<file path="config.mk">
export PLATFORM = sky130hd
export DESIGN_NAME = get_snoop_result
export DESIGN_NICKNAME = d
export VERILOG_FILES = /design/src/rtl/get_snoop_result.sv
export SDC_FILE = /design/constraint.sdc
export NUM_CORES = 1
export LEC_CHECK = 0
export ABC_CLOCK_PERIOD_IN_PS = 2780
export BUFFER_PORTS_ARGS = -buffer_cell sky130_fd_sc_hd__buf_2
export CORE_AREA = 2 2 256 258
export DETAILED_ROUTE_END_ITERATION = 10
export DIE_AREA = 0 0 258 260
export PLACE_DENSITY = 0.3
export SYNTH_ARGS = -nofsm -noshare
export SYNTH_HDL_FRONTEND = slang
export SYNTH_SLANG_ARGS = --single-unit
</file>
<file path="constraint.sdc">
create_clock -name clk -period 2.78 [get_ports clk]
set_clock_uncertainty 0.2 [all_clocks]
set_input_delay 0.417 -clock clk [delete_from_list [all_inputs] [get_ports clk]]
set_output_delay 0.417 -clock clk [all_outputs]
set_load 0.02 [all_outputs]
</file>
<file path="src/rtl/get_snoop_result.sv">
// Snoop responder modelling the other caches on the shared bus: 'R'/'M' requests get HIT/HITM/NOHIT from addr[1:0].
// One-cycle registered latency, no back-pressure; statistics counters exist only when SNOOP_STATS_EN is defined.
module get_snoop_result #(
    parameter int lineSize    = 512,
    parameter int addressSize = 32
) (
    input  logic                clk,
    input  logic                reset,
    input  logic [lineSize-1:0] sharedBus,
    input  logic [7:0]          sharedOperationBus,
    output logic [1:0]          snoopBus,
    output logic                snoopValid,
    output logic [31:0]         hitCount,
    output logic [31:0]         hitmCount,
    output logic [31:0]         nohitCount,
    output logic [31:0]         illegalOpCount
);
    localparam logic [7:0] OP_IDLE  = 8'h00;
    localparam logic [7:0] OP_READ  = 8'h52;
    localparam logic [7:0] OP_RWIM  = 8'h4D;
    localparam logic [7:0] OP_WRITE = 8'h57;
    localparam logic [7:0] OP_INVAL = 8'h49;

    localparam logic [1:0] SNP_HIT   = 2'b00;
    localparam logic [1:0] SNP_HITM  = 2'b01;
    localparam logic [1:0] SNP_NOHIT = 2'b10;
    localparam logic [1:0] SNP_NONE  = 2'b11;

    logic [1:0] snoop_d, snoop_q;
    logic       valid_d, valid_q;

    // Only the two lowest address bits decide the result.
    logic unused_bits;
    assign unused_bits = ^{sharedBus[lineSize-1:addressSize], sharedBus[addressSize-1:2]};

    always_comb begin
        snoop_d = SNP_NONE;
        valid_d = 1'b0;
        if (sharedOperationBus == OP_READ || sharedOperationBus == OP_RWIM) begin
            valid_d = 1'b1;
            case (sharedBus[1:0])
                2'b00:   snoop_d = SNP_HIT;
                2'b01:   snoop_d = SNP_HITM;
                default: snoop_d = SNP_NOHIT;
            endcase
        end
    end

    always_ff @(posedge clk) begin
        if (reset) begin
            snoop_q <= SNP_NONE;
            valid_q <= 1'b0;
        end else begin
            snoop_q <= snoop_d;
            valid_q <= valid_d;
        end
    end

    assign snoopBus   = snoop_q;
    assign snoopValid = valid_q;

`ifdef SNOOP_STATS_EN
    logic [31:0] hit_q, hitm_q, nohit_q, illegal_q;
    logic        illegal_d;

    always_comb begin
        illegal_d = 1'b1;
        case (sharedOperationBus)
            OP_IDLE, OP_READ, OP_RWIM, OP_WRITE, OP_INVAL: illegal_d = 1'b0;
            default:                                       illegal_d = 1'b1;
        endcase
    end

    // Counters stick at all-ones instead of wrapping.
    always_ff @(posedge clk) begin
        if (reset) begin
            hit_q     <= '0;
            hitm_q    <= '0;
            nohit_q   <= '0;
            illegal_q <= '0;
        end else begin
            if (valid_d && snoop_d == SNP_HIT && hit_q != '1)
                hit_q <= hit_q + 32'd1;
            if (valid_d && snoop_d == SNP_HITM && hitm_q != '1)
                hitm_q <= hitm_q + 32'd1;
            if (valid_d && snoop_d == SNP_NOHIT && nohit_q != '1)
                nohit_q <= nohit_q + 32'd1;
            if (illegal_d && illegal_q != '1)
                illegal_q <= illegal_q + 32'd1;
        end
    end

    assign hitCount       = hit_q;
    assign hitmCount      = hitm_q;
    assign nohitCount     = nohit_q;
    assign illegalOpCount = illegal_q;
`else
    assign hitCount       = 32'd0;
    assign hitmCount      = 32'd0;
    assign nohitCount     = 32'd0;
    assign illegalOpCount = 32'd0;
`endif

endmodule

</file>
==> impl_metrics.yaml <==
critical_path:
  end_kind: "flop"
  cp-start-kind: "input pin"
  startpoint: "sharedOperationBus[0]"
  critPathArrivalTime_ns: 1.37
  path_class: "in2reg"
  critPathMaxStageDelay_ns: 0.36
  path_cells: "buf_2, nor4b_1, mux2i_1, or3_1"
  slowest_stage: "or3_1"
  crit_required_ns: 2.68
  crit_fanout: 3
floorplanning:
  core-area_sq_um: 64100
  start_util: 0.0170
  fp.dieH_um: 260
  die_w_um: 258
  num_rows: 93
  die_area_sq_um: 67100
  ios: 653
synth:
  synth-compound-area-share: 0.00917
  ys_seq_elements: 3
  netlist.area_leader.share: 0.881
  synthMuxAreaShare: 0.00917
  yosys_warnings: 0
  synth_top_family_by_area: "buffers and inverters"
  synthXorXnorAreaFrac: 0
  synth_area_sq_um: 1090
  synth-simple-area-share: 0.0390
  synthAdderAreaFrac: 0
  netlist_instances: 140
  synthTopCellsByArea: "buf_4 (88%), dfxtp_1 (5.5%), or4b_4 (1.3%), a211o_2 (0.92%), and4b_1 (0.92%)"
  yosys.area.top_type: "buf_4"
  syn-mean-instance-area_sq_um: 7.79
  yosys.cell_types.count: 11
  ys_seq_area_frac: 0.0550
finish:
  fill_cells: 7632
  multi_input_area_sq_um: 543
  drive_gt1_frac: 0.121
  final_util: 0.0285
  fin_nets: 680
  area_delta_synth_final_pct: 67.3
  mostFrequentLayoutCell: "conb_1"
  antenna_cells: 0
  most-common-layout-cells: "conb_1 (128), buf_2 (14), clkbuf_16 (3), dfxtp_1 (3)"
  regArea_sq_um: 60.1
clock_network:
  ctsResizeCount: 0
  h-tree-depth: 1
  post-cts-setup-buffer-count: 0
  tritoncts: "yes"
  cts_buffer_depth: 2
  clk_pin_slew_ns: 0.03
  cts_root_buf: "clkbuf_16"
  numClockSinks: 3
  cts_hold_buf: 0
  cts_made_buffers: 3
placed_design:
  portBuffers: 14
  place_hpwl_um: 1540
  dp_slack_ns: 1.07
  globalplace.congestion: 0.491
sta:
  fin_tns_setup_ns: 0
  fin_ws_ns: 1.31
  hold_violations: 0
  rsz0062_at_grt: "false"
  layout_min_cycle_time_ns: 1.47
  period_share: 0.529
  setup_violations: 0
  fmaxAchievable_mhz: 681
  slew_violations: 0
routing:
  drt_iter0_drc: 3
  wirelength_um: 1610
  routed_via_density: 0.511
  drtPass1Iterations: 4
  num_vias: 517
  ant_nets: 0
  drc_errors: 0
  wl_per_cell_um: 1.59
pwr:
  finalPower_uw: 436
  vdd_drop_max_mv: 0.155
  leakagePower_nw: 0.554
  power_density_nw_per_um2: 239
grt:
  overflow: 0
  grt_max_degree: 4
  grt_pass1_vias: 220
  antenna_found_initial: 2
  grtUsageTotal: 0.00410
  grt_pass1_wl_um: 1490
status:
  status: "completed"
worst_hold_path:
  hp-class: "in2reg"
  min-delay-start: "sharedBus[0]"
run:
  drv_cap: 0
==> cells in the mapped netlist (all sizes together) <==
cell and n:
or3 1, and4b 1, a211o 1, nor2 1, nor4b 1, conb 1
or4b 1, mux2i 1, dfxtp 3, inv 1, buf 128
==> power breakdown <==
group          switching [mW]  total, mW  internal, mW
logic                   0.158      0.166       0.00752
registers           0.0000379     0.0435        0.0435
clock network          0.0376      0.227         0.189
total                   0.196      0.436         0.240
==> area by class of cell <==
cell class | instances | share of cell area
flip-flops and latches | 3 | 0.0329
well taps | 855 | 0.586
repair buffers | 14 | 0.0384
clock buffers | 4 | 0.0432
multi-input cells | 135 | 0.297
inverters | 1 | 0.00206
==> worst paths after layout <==
path	end	slack (ns)	cells past startpoint
worst max-delay path	snoopBus[1]$_SDFF_PP1_	1.31	4
worst min-delay path	snoopBus[0]$_SDFF_PP1_	0.21	2
==> critical path, delay by kind of cell <==
family | cells | cell delay (ns)
AND/OR/NAND/NOR | 2 | 0.67
multiplexers | 1 | 0.18
buffers and inverters | 1 | 0.10
==> routing by layer <==
metal	GRT usage	part of all wire	vias up
met2	0.00568	0.45	104
met5	0	0.0099	-
met1	0.00211	0.16	200
met3	0.00458	0.32	6
li1	-	-	205
met4	0.00626	0.060	2
==> logic make-up after synthesis <==
kind of cell | count (synthesis)
AOI/OAI and AO/OA | 1
buffers and inverters | 129
DFF | 3
muxes | 1
other | 1
and+or+nand+nor | 5
==> sequential cells by signal, indices dropped and copies added, names as in the netlist <==
signal      count
snoopBus        2
snoopValid      1
==> stage by stage <==
step	hold WS, ns	cell area (sq um)	instances
after global routing	0.218	1830	1012
after CTS	0.211	1830	1012
final	0.209	1830	1012
after global placement	0.443	1750	1008
after floorplan	0.321	1570	267
after detailed placement	0.436	1750	1008
Power figures use the tool's default switching activity.
